===== src/rtl/alu_pkg.sv =====
// Shared ALU definitions: operation encodings and decode-class encodings used by
// the ID/EX stage and its ALU control decoder.
package alu_pkg;

  localparam logic [3:0] ALU_AND = 4'b0000;
  localparam logic [3:0] ALU_OR  = 4'b0001;
  localparam logic [3:0] ALU_ADD = 4'b0010;
  localparam logic [3:0] ALU_SUB = 4'b0110;
  localparam logic [3:0] ALU_NOR = 4'b1100;

  typedef enum logic [1:0] {
    ClsLdSt   = 2'b00,
    ClsBranch = 2'b01,
    ClsRType  = 2'b10,
    ClsIType  = 2'b11
  } alu_class_e;

endpackage


===== src/rtl/alu_control.sv =====
// Combinational ALU control: maps decode class and funct fields to a 4-bit ALUOp,
// flagging unsupported combinations as Illegal (which then default to ADD).
module alu_control
  import alu_pkg::*;
(
  input  logic [1:0] AluOpClass,
  input  logic [2:0] Funct3,
  input  logic       Funct7b5,
  output logic [3:0] ALUOp,
  output logic       Illegal
);

  always_comb begin
    ALUOp   = ALU_ADD;
    Illegal = 1'b0;
    case (AluOpClass)
      ClsLdSt:   ALUOp = ALU_ADD;
      ClsBranch: ALUOp = ALU_SUB;
      ClsRType: begin
        case (Funct3)
          3'b000:  ALUOp = Funct7b5 ? ALU_SUB : ALU_ADD;
          3'b111:  ALUOp = ALU_AND;
          3'b110:  ALUOp = ALU_OR;
          default: Illegal = 1'b1;
        endcase
      end
      ClsIType: begin
        // Bit 30 is part of the immediate here, so it never selects SUB.
        case (Funct3)
          3'b000:  ALUOp = ALU_ADD;
          3'b111:  ALUOp = ALU_AND;
          3'b110:  ALUOp = ALU_OR;
          default: Illegal = 1'b1;
        endcase
      end
      default: Illegal = 1'b1;
    endcase
  end

endmodule


===== src/rtl/id_ex_alu_feed.sv =====
// ID/EX pipeline register feeding the ALU: one-entry valid/ready stage with
// capture-time ALUOp decode, EX/MEM and MEM/WB forwarding, and a stall counter.
module id_ex_alu_feed
  import alu_pkg::*;
#(
  parameter int unsigned XLEN        = 64,
  parameter int unsigned STALL_CNT_W = 16
) (
  input  logic                   Clock,
  input  logic                   Reset_n,
  input  logic                   InValid,
  output logic                   InReady,
  input  logic [1:0]             AluOpClass,
  input  logic [2:0]             Funct3,
  input  logic                   Funct7b5,
  input  logic [XLEN-1:0]        RegData1,
  input  logic [XLEN-1:0]        RegData2,
  input  logic [XLEN-1:0]        Imm,
  input  logic                   AluSrc,
  input  logic [4:0]             Rs1,
  input  logic [4:0]             Rs2,
  input  logic [4:0]             Rd,
  input  logic                   RegWrite,
  input  logic                   Flush,
  input  logic                   ExMemRegWrite,
  input  logic                   MemWbRegWrite,
  input  logic [4:0]             ExMemRd,
  input  logic [4:0]             MemWbRd,
  input  logic [XLEN-1:0]        ExMemResult,
  input  logic [XLEN-1:0]        MemWbResult,
  output logic                   OutValid,
  input  logic                   OutReady,
  output logic [XLEN-1:0]        Number1,
  output logic [XLEN-1:0]        Number2,
  output logic [3:0]             ALUOp,
  output logic [4:0]             RdOut,
  output logic                   RegWriteOut,
  output logic                   Illegal,
  output logic [STALL_CNT_W-1:0] StallCount
);

  logic                   r_valid;
  logic [3:0]             r_aluop;
  logic                   r_illegal;
  logic [XLEN-1:0]        r_rd1;
  logic [XLEN-1:0]        r_rd2;
  logic [XLEN-1:0]        r_imm;
  logic                   r_alusrc;
  logic [4:0]             r_rs1;
  logic [4:0]             r_rs2;
  logic [4:0]             r_rd;
  logic                   r_regwrite;
  logic [STALL_CNT_W-1:0] r_stall_cnt;

  logic            w_capture;
  logic [3:0]      w_aluop;
  logic            w_illegal;
  logic [XLEN-1:0] w_fwd1;
  logic [XLEN-1:0] w_fwd2;

  alu_control u_alu_control (
    .AluOpClass (AluOpClass),
    .Funct3     (Funct3),
    .Funct7b5   (Funct7b5),
    .ALUOp      (w_aluop),
    .Illegal    (w_illegal)
  );

  assign InReady   = !r_valid || OutReady;
  assign w_capture = InValid && InReady;

  // Flush wins over both capture and hold; a flushed offer never loads data.
  always_ff @(posedge Clock or negedge Reset_n) begin
    if (!Reset_n) begin
      r_valid    <= 1'b0;
      r_aluop    <= 4'b0000;
      r_illegal  <= 1'b0;
      r_rd1      <= '0;
      r_rd2      <= '0;
      r_imm      <= '0;
      r_alusrc   <= 1'b0;
      r_rs1      <= '0;
      r_rs2      <= '0;
      r_rd       <= '0;
      r_regwrite <= 1'b0;
    end else if (Flush) begin
      r_valid <= 1'b0;
    end else if (w_capture) begin
      r_valid    <= 1'b1;
      r_aluop    <= w_aluop;
      r_illegal  <= w_illegal;
      r_rd1      <= RegData1;
      r_rd2      <= RegData2;
      r_imm      <= Imm;
      r_alusrc   <= AluSrc;
      r_rs1      <= Rs1;
      r_rs2      <= Rs2;
      r_rd       <= Rd;
      r_regwrite <= RegWrite;
    end else if (r_valid && OutReady) begin
      r_valid <= 1'b0;
    end
  end

  always_ff @(posedge Clock or negedge Reset_n) begin
    if (!Reset_n) begin
      r_stall_cnt <= '0;
    end else if (r_valid && !OutReady && (r_stall_cnt != {STALL_CNT_W{1'b1}})) begin
      r_stall_cnt <= r_stall_cnt + STALL_CNT_W'(1);
    end
  end

  // EX/MEM is the younger result, so it takes precedence over MEM/WB.
  always_comb begin
    w_fwd1 = r_rd1;
    if (ExMemRegWrite && (ExMemRd != 5'd0) && (ExMemRd == r_rs1)) begin
      w_fwd1 = ExMemResult;
    end else if (MemWbRegWrite && (MemWbRd != 5'd0) && (MemWbRd == r_rs1)) begin
      w_fwd1 = MemWbResult;
    end
    w_fwd2 = r_rd2;
    if (ExMemRegWrite && (ExMemRd != 5'd0) && (ExMemRd == r_rs2)) begin
      w_fwd2 = ExMemResult;
    end else if (MemWbRegWrite && (MemWbRd != 5'd0) && (MemWbRd == r_rs2)) begin
      w_fwd2 = MemWbResult;
    end
  end

  assign Number1     = w_fwd1;
  assign Number2     = r_alusrc ? r_imm : w_fwd2;
  assign OutValid    = r_valid;
  assign ALUOp       = r_aluop;
  assign Illegal     = r_illegal;
  assign RdOut       = r_rd;
  assign RegWriteOut = r_regwrite;
  assign StallCount  = r_stall_cnt;

endmodule


===== config.mk =====
export PLATFORM = sky130hd
export DESIGN_NAME = id_ex_alu_feed
export DESIGN_NICKNAME = d
export VERILOG_FILES = /design/src/rtl/alu_pkg.sv /design/src/rtl/alu_control.sv /design/src/rtl/id_ex_alu_feed.sv
export SDC_FILE = /design/constraint.sdc
export NUM_CORES = 1
export LEC_CHECK = 0
export ABC_AREA = 1
export CAP_MARGIN = 15
export CORE_AREA = 2 2 200 202
export CTS_CLUSTER_SIZE = 24
export DETAILED_ROUTE_END_ITERATION = 12
export DIE_AREA = 0 0 202 204
export PLACE_DENSITY = 0.68
export SYNTH_ARGS = -nofsm -noshare
export SYNTH_HDL_FRONTEND = slang
export SYNTH_SLANG_ARGS = --single-unit

===== constraint.sdc =====
create_clock -name Clock -period 2.39 [get_ports Clock]
set_input_delay 0.5975 -clock Clock [delete_from_list [all_inputs] [get_ports Clock]]
set_output_delay 0.5975 -clock Clock [all_outputs]
set_load 0.01 [all_outputs]

; ---- Yosys cells after proc, flatten, opt, wreduce, memory -nomap -nowiden
; Index checks and enable logic that the tools add are counted.
[totals]
mem_bits_rw = 0
ff_bits = 231
input_bits = 360
memories = 0
rom_bits = 0
latch_bits = 0
word_cells = 59
output_inout_bits = 157
[classes]
addsub = 1
div = 0
mux = 14
shifts = 0
n_reduce_logical = 21
n_mul = 0
eq_ne = 10
bitwise_logic = 1
n_lt_le_gt_ge = 0
[op_table]
columns = cell, count
row1 = two-way mux 64 bit, 5
row2 = equality test 5 bit, 4
row3 = adder 16 x 1 -> 16 bit (second input constant), 1
row4 = inequality test 16 bit (second input constant), 1
row5 = one-hot mux 4 bit (4 select lines), 1
row6 = one-hot mux 4 bit (3 select lines), 1
row7 = logical AND 1 bit, 10
row8 = nonzero test 5 bit, 2
row9 = equality test 3 bit (second input constant), 2
row10 = two-way mux 1 bit, 5
row11 = equality test 2 bit (second input constant), 2
row12 = one-hot mux 2 bit (2 select lines), 1
row13 = zero test 3 bit, 1
row14 = two-way mux 3 bit, 1
row15 = nonzero test 3 bit, 1
row16 = OR reduction 3 bit, 1
row17 = equality test 2 x 1 -> 1 bit (second input constant), 1
row18 = zero test 1 bit, 2
row19 = zero test 2 bit, 1
row20 = AND reduction 2 bit, 1
row21 = OR reduction 2 bit, 1
row22 = logical OR 1 bit, 1
row23 = NOT 1 bit, 1

; ---- Longest topological paths before layout
[logic_depth]
word_depth = 6
depth_mapped = 12
mapped_depth_nobuf = 10

; ---- By module
; Synthesis repeated with hierarchy kept, for this count alone.
[unflattened]
hier_cells = 1899
hier_area_um2 = 14203.6
[by_module_without_submodules]
columns = mod, area_each_um2, cells_each, instances, seq_area_each_um2
row1 = id_ex_alu_feed, 14126.0, 1881, 1, 5780.5
row2 = alu_control, 77.6, 18, 1, 0.0

; ---- Worst setup path before layout
; OpenSTA, ideal clock, no wires.
[synth_timing]
kind = input to output
startpoint = input MemWbRd[0]
endpoint = output Number1[10]
cell_stages = 7
path_slack_ns = 0.175
required_time_ns = 1.793
arrival_time_ns = 1.617
n_path_buf = 1
path_cell_list = xnor2_1 > nand2_1 > nor3_4 > buf_6 > nand3_1 > nand3_1 > nand2_1
[synth_via]
elab_chain_len = 5
elab_cells_between_ends = 6
cone_classes = 1 x eq/ne / 2 x mux / 3 x reduce/logical
[synth_rtl]
columns = element, line
row1 = "start, declared", id_ex_alu_feed.sv:28  ; input logic [4:0] MemWbRd,
row2 = nonzero test 5 bit, id_ex_alu_feed.sv:118  ; end else if (MemWbRegWrite && (MemWbRd != 5'd0) && (MemWbRd == r_rs1)) begin
row3 = logical AND 1 bit, id_ex_alu_feed.sv:118
row4 = logical AND 1 bit *, id_ex_alu_feed.sv:118
row5 = two-way mux 64 bit *, id_ex_alu_feed.sv:118
row6 = two-way mux 64 bit *, id_ex_alu_feed.sv:116  ; if (ExMemRegWrite && (ExMemRd != 5'd0) && (ExMemRd == r_rs1)) begin
row7 = "end, declared", id_ex_alu_feed.sv:33  ; output logic [XLEN-1:0] Number1,
; Every way passes the cells marked *; elsewhere a longest branch is shown, timed or not.

; ---- Final worst setup path
[layout_timing]
startpoint = register r_rs2[0]
endpoint = output Number2[21]
[layout_via]
elab_chain_len = 5
elab_cells_between_ends = 7
cone_classes = 2 x eq/ne / 3 x mux / 2 x reduce/logical
[layout_rtl]
columns = element, line
row1 = "start, declared", id_ex_alu_feed.sv:50  ; logic [4:0] r_rs2;
row2 = "start signal, assigned", id_ex_alu_feed.sv:97  ; r_rs2 <= Rs2;
row3 = equality test 5 bit, id_ex_alu_feed.sv:124  ; end else if (MemWbRegWrite && (MemWbRd != 5'd0) && (MemWbRd == r_rs2)) begin
row4 = logical AND 1 bit, id_ex_alu_feed.sv:124
row5 = two-way mux 64 bit, id_ex_alu_feed.sv:124
row6 = two-way mux 64 bit *, id_ex_alu_feed.sv:122  ; if (ExMemRegWrite && (ExMemRd != 5'd0) && (ExMemRd == r_rs2)) begin
row7 = two-way mux 64 bit *, id_ex_alu_feed.sv:130  ; assign Number2 = r_alusrc ? r_imm : w_fwd2;
row8 = "end, declared", id_ex_alu_feed.sv:34  ; output logic [XLEN-1:0] Number2,
; Marks and branches as above.

==> results.md <==
* Status: finished, violations left
* Failing checks: setup timing
* P_sw at 5560 uW
* Final hold vios at 0
* Int Pwr at just over 10000 uW
* Worst Skew at between 20 and 25 ps
* Reg clk slew, reported paths at around 60 ps
* Synth Area in Adders at 0.0878%
* Area delta synth->final at 80.0%
* Ys Warns at 0
* Combinational share of power at around 40%
* Starting Density at 36.4%
* Post-synthesis compound-gate area fraction at slightly below 3%
* Most frequent cells in the layout: nand2_1, clkdlybuf4s50_1, inv_1
* Post-Syn Instances at ~2.2k
* Sequential share of power at 30.9%
* Final Slew Violations at 0
* Vias in the first global route at approximately 18k
* GRT overflow at 0
* Synth unique cells at 26
* Largest family of logic cells by synthesized area: simple AND/OR/NAND/NOR gates
* PortBufs at around 520
* Num CTS Buffers at 29
* Leading cell type in the layout, fill and taps excluded: nand2_1
* Final period util at 129%
* Total GRT Usage at approximately 34%
* Initial antenna violation count at 4
* WL met3 at around 7000 um
* Worst-Skew Late Latency at ~570 ps
* Arrival time at the worst endpoint at 2470 ps
* Multiplexer share of the synthesized area at 0%
* Full die area at just over 40000 sq um
* FILL cells at approximately 3.2k
* Largest net degree at the start of global routing at 57
* Avg Inst Size Synth at 6.49 sq um
* RSZ-0062 raised after global routing: true
* Fmax at ~330 MHz
* Root Buffer: clkbuf_16
* CP Max Fanout at 7
* Worst Setup Start Kind: flip-flop
* Sw Ratio at 35.2%
* H-tree depth at 1
* Vias per inst at 5.26
* Post-synthesis xor/xnor area fraction at 1.84%
* Final Net Count at between 3k and 4k
* Metal-1 WL at 26500 um
* Hold/Removal Path Class: reg -> reg
* DP HPWL at approximately 45000 um
* RePlAce Congestion at 0.955
* Critical Path Source: r_rs2[0]
* Worst flop-to-flop path startpoint: StallCount[0]
* Max clock buf depth at 3
* Core Util, Final at 65.5%
* Synth Area in Simple Gates at a little over two fifths
* Cell area after synthesis at around 14000 sq um
* Post-Synthesis Net Count at between 2k and 3k
* Max layer used: met4
* Met2 wire length at about 36000 um
* Design Power at between 15000 and 20000 uW
* Clk network pwr share at between 20% and 30%
* Post-route setup slack at -682 ps
* Site row count at 73
* CORE AREA at slightly below 40000 sq um
* Max_cap viols at 0
* First-pass GRT wire length at roughly 110000 um
* Die Span Y at ~200 um
* Post-route DRC at 0
* Tmin final at approximately 3100 ps
* CTS tree: built
* Worst path required time at ~1800 ps
* # clock sinks at 230
* DR WL/cell at roughly 22 um
* Peak supply drop at just under 0.6 mV
* DR vias at about 18k
* Setup crit end kind: primary output
* Routed Antenna Nets at 0
* Routed WL at about 74000 um
* Total iterations of the first detailed-routing run at 7
* Worst Setup Path Type: reg -> out
* PD cells at approximately 620 nW/um^2
* 1st-iter DRT viols at between 1k and 1.5k
* LEAKAGE at 0.0133 uW
* Die width at just over 200 um
* Proportion of layout cells with a drive suffix above 1 at between 20% and 30%
* Sequential element share of the synthesized area at between 40% and 50%
* #FFs+latches synth at 230
* Setup-failing EPs final at ~130
* Hold path startpoint: r_imm[61]
* Boundary Pins at around 520
-- synthesized netlist by cell type (all sizes together) --
library cell / n / area share (%)
nor2: 24 / 0.63
o21ai: 80 / 2.8
buf: 118 / 5.1
nand2: 1061 / 28
xnor2: 14 / 0.86
nor3: 7 / 0.44
xor2: 16 / 0.98
inv: 277 / 7.3
conb: 1 / 0.026
ha: 1 / 0.088
clkbuf: 24 / 0.63
or3: 1 / 0.044
nand4: 67 / 2.9
o21a: 1 / 0.053
nand3b: 2 / 0.11
a21oi: 3 / 0.11
nand3: 269 / 9.5
dfrtp: 230 / 40
-- worst paths after layout --
kind / end / slack, ps / depth (start not counted)
setup reg to reg: StallCount[4] / 530 / 8
hold / removal: r_imm[61] / 470 / 2
setup / recovery: Number2[21] / -680 / 12
min in group asynchronous: RdOut[0] / 530 / 2
max in group asynchronous: r_rs2[0] / 1130 / 3
hold reg to reg: r_imm[61] / 470 / 2
-- routing by layer --
metal,track usage [%],vias to the layer above
met1,39.1,8504
met5,0,-
li1,-,8080
met3,6.95,295
met2,57.8,1066
met4,19.0,0
-- power by group through the flow --
stage / sequential (uW) / clock [uW] / combinational [uW]
CTS: 4810 / 4580 / 5650
finish: 4890 / 4540 / 6390
global route: 4940 / 4730 / 6820
floorplan: 4810 / 0 / 2240
detailed placement: 4860 / 0 / 5110
global placement: 4840 / 0 / 5050
-- timing repair --
item,CTS,global route
gates resized for setup,735,410
endpoints found under the setup margin,129,129
buffers inserted,77,39
hold buffers,1,0
gates cloned,39,12
pin swaps,77,168
hold endpoints to repair,45,0
-- layout make-up --
class / count / area, sq um / area share [%]
multi-input cells: 1548 / 8360 / 32.6
flip-flops and latches: 230 / 5760 / 22.5
inverters: 277 / 1050 / 4.09
clock inverters: 11 / 111 / 0.434
clock buffers: 43 / 858 / 3.35
well taps: 525 / 657 / 2.56
diodes: 6 / 15.0 / 0.0585
repair buffers: 769 / 8840 / 34.5
-- cell families after synthesis --
family                     after synthesis
buffers and inverters                  419
xor gates and xnor gates                30
DFF                                    230
and+or+nand+nor                       1431
AOI/OAI and AO/OA                       84
adders and majority gates                1
other                                    1
-- registers in the layout, summed over array words and instances, names as in the netlist --
signal and count:
ALUOp 3, Illegal 1, OutValid 1, RdOut 5, RegWriteOut 1, StallCount 16
r_alusrc 1, r_imm 64, r_rd1 64, r_rd2 64, r_rs1 5, r_rs2 5
-- metrics by stage --
step	hold WS (ps)	TNS [ps]	instance area, sq um	setup WS, ps	cells
3_5_place_dp	458	-132260	20600	-1100	3196
4_1_cts	473	-76980	24000	-714	3366
5_1_grt	487	-89100	25600	-786	3407
3_3_place_gp	454	-131360	20600	-1110	3196
6_report	470	-75190	25600	-682	3409
2_1_floorplan	302	0	14200	175	2196
-- critical path: stages (launching register included) --
cell and delay (ps):
dfrtp_2 450, xnor2_2 180, nand2_2 90, nor2_4 210
nand3_4 150, buf_12 190, buf_16 150, buf_6 120
nand2_4 50, nand3_2 60, nand2_2 80, nand2_2 60
buf_6 110
Note: power is estimated with default switching activity, not from simulation.
